`config.mk`:
```
export PLATFORM = sky130hd
export DESIGN_NAME = add_comp_slt
export DESIGN_NICKNAME = d
export VERILOG_FILES = /design/src/rtl/add_comp_slt_pkg.sv /design/src/rtl/add_comp_slt_acs_cell.sv /design/src/rtl/add_comp_slt.sv
export SDC_FILE = /design/constraint.sdc
export NUM_CORES = 1
export LEC_CHECK = 0
export CORE_MARGIN = 1.5
export CORE_UTILIZATION = 57
export DETAILED_ROUTE_END_ITERATION = 12
export GPL_TIMING_DRIVEN = 0
export PLACE_DENSITY = 0.79
export SETUP_SLACK_MARGIN = 0.05
export SLEW_MARGIN = 20
export SYNTH_ARGS = -nofsm -noshare
export SYNTH_HDL_FRONTEND = slang
export SYNTH_SLANG_ARGS = --single-unit
```
`constraint.sdc`:
```
create_clock -name clk -period 8.62 [get_ports clk]
set_clock_uncertainty 0.05 [all_clocks]
set_input_delay 1.293 -clock clk [delete_from_list [all_inputs] [get_ports clk]]
set_output_delay 1.293 -clock clk [all_outputs]
set_load 0.03 [all_outputs]
```
`src/rtl/add_comp_slt_pkg.sv`:
```
// Shared constants and types for the 4-state Viterbi add-compare-select unit.
package add_comp_slt_pkg;

    // Path-metric width and the reset bias for the non-zero start states
    localparam int unsigned PM_W          = 8;
    localparam int unsigned HD_W          = 2;
    localparam int unsigned PM_INIT_OTHER = 16;

    // State codes are the encoder shift-register contents
    localparam logic [1:0] ST00 = 2'b00;
    localparam logic [1:0] ST10 = 2'b10;
    localparam logic [1:0] ST01 = 2'b01;
    localparam logic [1:0] ST11 = 2'b11;

    typedef logic [PM_W-1:0] pm_t;
    typedef logic [HD_W-1:0] hd_t;

    // Zero-extend a branch distance to path-metric width
    function automatic pm_t hd_ext(input hd_t hd);
        return pm_t'(hd);
    endfunction

endpackage

```
`src/rtl/add_comp_slt_acs_cell.sv`:
```
// One add-compare-select cell: two candidate path extensions, keep the smaller.
// A tie keeps the first candidate (sel=0).
module add_comp_slt_acs_cell
    import add_comp_slt_pkg::*;
(
    input  logic [PM_W-1:0] pm_a,
    input  logic [HD_W-1:0] hd_a,
    input  logic [PM_W-1:0] pm_b,
    input  logic [HD_W-1:0] hd_b,
    output logic [PM_W-1:0] sum,
    output logic            sel
);

    pm_t cand_a;
    pm_t cand_b;

    // Add both branches, choose the strictly smaller second candidate only
    always_comb begin
        cand_a = pm_a + hd_ext(hd_a);
        cand_b = pm_b + hd_ext(hd_b);
        sel    = (cand_b < cand_a);
        sum    = sel ? cand_b : cand_a;
    end

endmodule

```
`src/rtl/add_comp_slt.sv`:
```
// Add-compare-select unit for a K=3 rate-1/2 hard-decision Viterbi decoder.
// Holds four normalized path metrics, emits survivor predecessors and the
// best state, all registered together with one cycle of latency.
module add_comp_slt
    import add_comp_slt_pkg::*;
(
    input  logic       clk,
    input  logic       rst,
    input  logic       en_acs,
    input  logic [1:0] hd1,
    input  logic [1:0] hd2,
    input  logic [1:0] hd3,
    input  logic [1:0] hd4,
    input  logic [1:0] hd5,
    input  logic [1:0] hd6,
    input  logic [1:0] hd7,
    input  logic [1:0] hd8,
    output logic [1:0] o_prev_st_00,
    output logic [1:0] o_prev_st_10,
    output logic [1:0] o_prev_st_01,
    output logic [1:0] o_prev_st_11,
    output logic [1:0] o_slt_node
);

    // Stored metrics, indexed by state code
    pm_t pm_q [4];

    pm_t  sum_00, sum_10, sum_01, sum_11;
    logic sel_00, sel_10, sel_01, sel_11;

    pm_t        min_lo, min_hi, min_all;
    logic [1:0] idx_lo, idx_hi, slt_d;
    pm_t        pm_d   [4];
    logic [1:0] prev_d [4];

    // States 00 and 10 are reached from 00 (first) or 01
    add_comp_slt_acs_cell u_acs_00 (
        .pm_a (pm_q[ST00]), .hd_a (hd1),
        .pm_b (pm_q[ST01]), .hd_b (hd2),
        .sum  (sum_00),     .sel  (sel_00)
    );

    add_comp_slt_acs_cell u_acs_10 (
        .pm_a (pm_q[ST00]), .hd_a (hd3),
        .pm_b (pm_q[ST01]), .hd_b (hd4),
        .sum  (sum_10),     .sel  (sel_10)
    );

    // States 01 and 11 are reached from 10 (first) or 11
    add_comp_slt_acs_cell u_acs_01 (
        .pm_a (pm_q[ST10]), .hd_a (hd5),
        .pm_b (pm_q[ST11]), .hd_b (hd6),
        .sum  (sum_01),     .sel  (sel_01)
    );

    add_comp_slt_acs_cell u_acs_11 (
        .pm_a (pm_q[ST10]), .hd_a (hd7),
        .pm_b (pm_q[ST11]), .hd_b (hd8),
        .sum  (sum_11),     .sel  (sel_11)
    );

    // Min-of-4 with priority 00,10,01,11; then normalize and map selects to state codes
    always_comb begin
        // Pairing (00,10) and (01,11) keeps the priority order: ties fall to the lower pair
        min_lo = sum_00;
        idx_lo = ST00;
        if (sum_10 < sum_00) begin
            min_lo = sum_10;
            idx_lo = ST10;
        end
        min_hi = sum_01;
        idx_hi = ST01;
        if (sum_11 < sum_01) begin
            min_hi = sum_11;
            idx_hi = ST11;
        end
        min_all = min_lo;
        slt_d   = idx_lo;
        if (min_hi < min_lo) begin
            min_all = min_hi;
            slt_d   = idx_hi;
        end

        pm_d[ST00] = sum_00 - min_all;
        pm_d[ST10] = sum_10 - min_all;
        pm_d[ST01] = sum_01 - min_all;
        pm_d[ST11] = sum_11 - min_all;

        prev_d[ST00] = sel_00 ? ST01 : ST00;
        prev_d[ST10] = sel_10 ? ST01 : ST00;
        prev_d[ST01] = sel_01 ? ST11 : ST10;
        prev_d[ST11] = sel_11 ? ST11 : ST10;
    end

    // Metric and output registers; reset biases the trellis toward state 00
    always_ff @(posedge clk) begin
        if (!rst) begin
            pm_q[ST00]   <= '0;
            pm_q[ST10]   <= pm_t'(PM_INIT_OTHER);
            pm_q[ST01]   <= pm_t'(PM_INIT_OTHER);
            pm_q[ST11]   <= pm_t'(PM_INIT_OTHER);
            o_prev_st_00 <= ST00;
            o_prev_st_10 <= ST00;
            o_prev_st_01 <= ST00;
            o_prev_st_11 <= ST00;
            o_slt_node   <= ST00;
        end else if (en_acs) begin
            pm_q[ST00]   <= pm_d[ST00];
            pm_q[ST10]   <= pm_d[ST10];
            pm_q[ST01]   <= pm_d[ST01];
            pm_q[ST11]   <= pm_d[ST11];
            o_prev_st_00 <= prev_d[ST00];
            o_prev_st_10 <= prev_d[ST10];
            o_prev_st_01 <= prev_d[ST01];
            o_prev_st_11 <= prev_d[ST11];
            o_slt_node   <= slt_d;
        end
    end

endmodule

```
# Yosys cells after proc, flatten, opt, wreduce, memory -nomap -nowiden
# Memories as Yosys holds them, arrays and structs flattened.
# Cells that the tools add are included.
[word_totals]
register_bits = 10
latch_bits = 0
ramBits = 32
mem_bits_ro = 0
inputBits = 19
output_inout_bits = 10
wordCells = 51
mem_count = 1
[memory_table]
columns = ["memory", "depth", "word_bits", "read_ports", "rd_clocked_by_memory_dff", "wr", "line", "rtl"]
rows = [
  ["pm_q", 4, 8, 4, 0, 4, "add_comp_slt.sv:26", "pm_t pm_q [4];"],
]
[classes]
n_addsub = 12
n_mul = 0
div_mod_pow = 0
n_lt_le_gt_ge = 7
n_eq_ne = 0
shifts = 0
mux = 22
bitwise = 4
reduce_logical = 0
[ops]
columns = ["op", "count"]
rows = [
  ["$mux W8", 11],
  ["$add A8 B2 Y8", 8],
  ["$lt A8 B8 Y1", 7],
  ["$sub A8 B8 Y8", 4],
  ["$mux W1", 8],
  ["$mux W2", 3],
  ["$or A1 B1 Y1", 4],
]

# Longest topological paths before layout
# An unclocked memory read counts as a cell.
[logic_depth]
word_depth = 10
mapped_depth = 41
ltp_nobuf = 40

# Modules after synthesis
# Synthesis repeated with hierarchy kept, for this count alone.
[unflattened]
cells_unflattened = 721
area_unflattened_um2 = 5930.7
[by_module_without_submodules]
columns = ["module", "instances", "cells_each", "area_each_um2", "seq_area_each_um2"]
rows = [
  ["add_comp_slt", 1, 425, 3663.5, 1101.1],
  ["add_comp_slt_acs_cell", 4, 74, 566.8, 0.0],
]

# Least setup slack after synthesis
# No wires, ideal clock.
[synth_path]
path_kind = "input port to flip-flop"
start = "in hd6[0]"
end = "mem pm_q[3][7] in the netlist's numbering, data pin"
setup_ns = 0.263
arrival_ns = 8.520
required_time_ns = 8.307
setup_slack_ns = -0.213
cell_stages = 34
path_buffers = 1
cell_sequence = "ha_1 -> fa_1 -> nand3_1 -> xor2_1 -> inv_1 -> ha_1 -> o21a_1 -> a21oi_1 -> and2_1 -> nor2_2 -> buf_1 -> mux2i_1 -> inv_1 -> ha_1 -> and4_1 -> o21ai_0 -> o311ai_2 -> mux2_2 -> ha_1 -> a21o_1 -> a21o_1 -> a21oi_1 -> nand2_1 -> nor2_1 -> o31a_1 -> nand2_1 -> nand2_1 -> o21ai_0 -> ha_1 -> o311ai_2 -> nor3_1 -> or4_4 -> a221oi_2 -> mux2i_1"
[synth_lines]
columns = ["item", "line", "rtl"]
rows = [
  ["from (decl)", "add_comp_slt.sv:15", "input logic [1:0] hd6,"],
  ["to (decl)", "add_comp_slt.sv:26", ""],
]

==> results by group <==
Placed design
  • Count of input and output buffers: 26
  • HPWL after detailed placement: 14710 um
  • Placer congestion estimate: 0.9203

Final layout
  • Post-layout net count: 984
  • Fraction of layout cells with a size suffix above 1: between 30% and 40%
  • Area of all sequential standard cells: about 1100 sq um
  • Multi-input combinational cell area: around 6200 sq um
  • Area growth from synthesis to layout: 42.20%
  • Antenna cell count: 0
  • Count of filler cells inserted in the layout: roughly 540

CTS
  • Number of clock sinks seen by CTS: 39
  • TritonCTS clock tree: done
  • Clock slew seen by the registers of the worst setup and hold paths: roughly 90 ps
  • Clk Latency, worst-skew pair: roughly 330 ps
  • CTS Root Buffer Type: clkbuf_8
  • Max clock buf depth: 2
  • H-tree levels: 2
  • CTS Buf Count: 5

Setup path
  • Crit path max fanout: 8
  • Critical Path Sink Type: flop
  • Cell with the largest stage delay on the worst path: fa_2
  • Worst reg2reg path endpoint: pm_q[1][6]
  • Arrival time of the worst setup path: 8990 ps
  • Path type of the worst setup path: in2reg
  • Worst setup SP type: input port
  • Depth of the worst register-to-register path: 36
  • Critical Path Max Stage Delay: approximately 430 ps
  • Slack of the worst reg-to-reg path: around 90 ps
  • Cell seen most often among critical-path stages: nand2_2
  • Required time at the endpoint of the critical path: approximately 8600 ps
  • Origin of the critical flop-to-flop path: pm_q[3][2]

Timing
  • Transition at the pin with the smallest max-transition slack: ~850 ps
  • Final setup violating endpoints: 13
  • Post-route setup TNS: -2508 ps
  • Post-layout minimum cycle time: between 9000 and 10000 ps
  • Slack of the critical path: -381.6 ps
  • Worst hold slack: around 420 ps
  • Final hold viol count: 0
  • Portion of the clock cycle consumed by the worst path in the final layout: 104.4%
  • Fmax: between 0.1 and 0.15 GHz
  • Rel. slew slack: roughly 43%
  • Number of slew-limit violations in the final report: 0

Floorplanning
  • Die Y: roughly 110 um
  • Die Width: between 100 and 150 um
  • Overall die area: approximately 12000 sq um
  • Number of top-level pins: 29
  • Core outline area: approximately 11000 sq um
  • Std cell rows: 38
  • Starting density of the core: 58.18%

Synthesis
  • Post-Syn Area: about 6300 sq um
  • Main flop type after synthesis: edfxtp_1
  • Cells after Synth: 761
  • Share of the synthesized area in the top cell type: 15.30%
  • Area fraction in compound gates after synthesis: between 20% and 30%
  • Main area contributors after synthesis: edfxtp_1, ha_1, xnor2_1
  • Top cells by count, synth: ha_1, nor2_1, nand2_1
  • Multiplexer share of the synthesized area: under 10%
  • Count leader, synth: ha_1
  • Flip-flop and latch count after synthesis: 39
  • Main combinational cell family by area after synthesis: compound AO/OA/AOI/OAI gates
  • Synthesized area per cell: around 8.3 sq um
  • Post-synthesis share of cell area spent on xor and xnor gates: 9.623%
  • Adder and majority cell fraction of the synthesized area: between 10% and 20%
  • Cell taking the most area after synthesis: edfxtp_1
  • Synthesized-area fraction occupied by and/or/nand/nor cells: 22.02%
  • Warnings, synthesis: 0
  • Count of flip-flops with a built-in enable after synthesis: 32
  • Number of distinct library cell variants in the gate-level netlist after synthesis: 85
  • Async S/R FF share, synth: 0%
  • Sequential fraction of the synthesis area: around 18%

Drt
  • Number of violations reported at the end of detailed-routing iteration 0: 1124
  • Remaining antenna violation count after routing: 0
  • Post-DR wirelength/cell: about 27 um
  • Number of design rule violations left after detail routing: 1
  • Routed WL: approximately 27000 um
  • DR pass1 iterations: 10
  • Vias: around 7500
  • Via density per instance: 7.356

Global route
  • Total track usage: 37.27%
  • Global-route wire length before repair: approximately 33000 um
  • Antenna violations before repair: 0
  • Gr ovfl total: 0
  • Vias in the first global route: about 6500
  • Maximum number of pins on one net before global-route repair: 33

Worst hold path
  • Worst min-delay path startpoint: o_prev_st_01[0]
  • Hold crit path type: reg2reg
  • Cell depth of the worst min-delay path: 2
  • Endpoint with the worst hold slack: o_prev_st_01[0]

Outcome
  • Failing checks: design-rule violations, negative setup slack
  • Run status: finished, violations left

Flow run
  • Max-cap violations: 0
repair_timing:
action                                  CTS  global route
pin swaps                                30            80
buffers inserted                         40            49
hold endpoints to repair                  0             0
gates cloned                              2             0
hold buffers                              0             0
endpoints found under the setup margin   32            22
resized for setup                       140           148
per-layer routing:
metal	share of wire, %	GRT usage [%]	routed length [um]
met2	43	60.80	11740
met1	35	48.78	9433
met5	0	0	0
met3	14	6.811	3900
met4	7.9	14.85	2152
logic make-up (layout without fill, tap and decap cells):
family | Yosys count | after routing
DFF | 39 | 39
adders and majority gates | 80 | 80
AOI/OAI and AO/OA | 217 | 217
other | 1 | 2
buffers and inverters | 67 | 191
xor gates and xnor gates | 69 | 69
and+or+nand+nor | 268 | 268
muxes | 20 | 20
state kept, by name (all words and copies together), names as in the netlist:
name	count
pm_q	32
o_prev_st_11	1
o_slt_node	2
o_prev_st_10	1
o_prev_st_00	1
o_prev_st_01	2
placed cells by master, fill, tap and decap left out, types with 7 or more instances in the layout:
master	netlist	routed
nand3_2	2	7
a21oi_4	0	9
a21oi_2	0	11
ha_4	0	22
a21oi_1	43	23
nor2_1	68	61
nor2b_1	11	11
nand2_2	0	8
edfxtp_1	32	32
inv_2	0	9
and3_1	8	8
xor2_2	0	17
or2_2	9	9
buf_4	5	88
dfxtp_1	7	7
inv_1	48	39
ha_1	72	38
o21ai_2	0	7
o21a_1	13	11
xor2_1	29	12
ha_2	0	12
nand3_1	30	22
nor3b_1	11	11
o211ai_1	11	11
dlymetal6s2s_1	0	15
nor3_4	1	7
fa_2	0	8
buf_6	2	8
nand2_1	59	50
a21o_1	19	19
nor3_1	24	14
xnor2_1	40	35
clkdlybuf4s50_1	0	10
o21ai_1	5	13
o21ai_0	45	28
worst max-delay path by stage:
stage,startpoint,endpoint,cells past startpoint
finish,hd2[0],pm_q[1][6],36
global route,hd8[0],pm_q[1][6],35
global placement,hd5[1],pm_q[1][6],36
detailed placement,hd5[1],pm_q[1][6],36
floorplan,hd6[0],pm_q[3][7],34
CTS,hd1[0],pm_q[1][6],38
stage by stage:
| stage | std cells | util [%] | area [sq um] | setup slack, ps |
|---|---|---|---|---|
| finish | 1026 | 82.74 | 8930 | -381.6 |
| global route | 1026 | 82.74 | 8930 | -553.2 |
| CTS | 978 | 73.08 | 7888 | 51.50 |
| detailed placement | 928 | 62.38 | 6733 | -2179 |
| global placement | 928 | 62.38 | 6733 | -1994 |
| floorplan | 762 | - | 6297 | 69.82 |
critical path: cells and delay by family:
kind	cells	cell delay, ps
compound gates	9	2550
xor+xnor	1	270
fa+ha+maj	7	1750
buf+inv	6	650
mux	2	580
simple gates	11	1890
cell type report:
type	count	share of cell area, %
multi-input cells	656	69.60
repair buffers	117	11.35
plain buffers	18	1.443
clock buffers	7	1.205
inverters	48	2.018
flip-flops and latches	39	12.33
well taps	140	1.962
clock inverters	1	0.09808
Power is not shown: default switching activity piles up to over one toggle a cycle in this logic, so the estimate is an artifact.
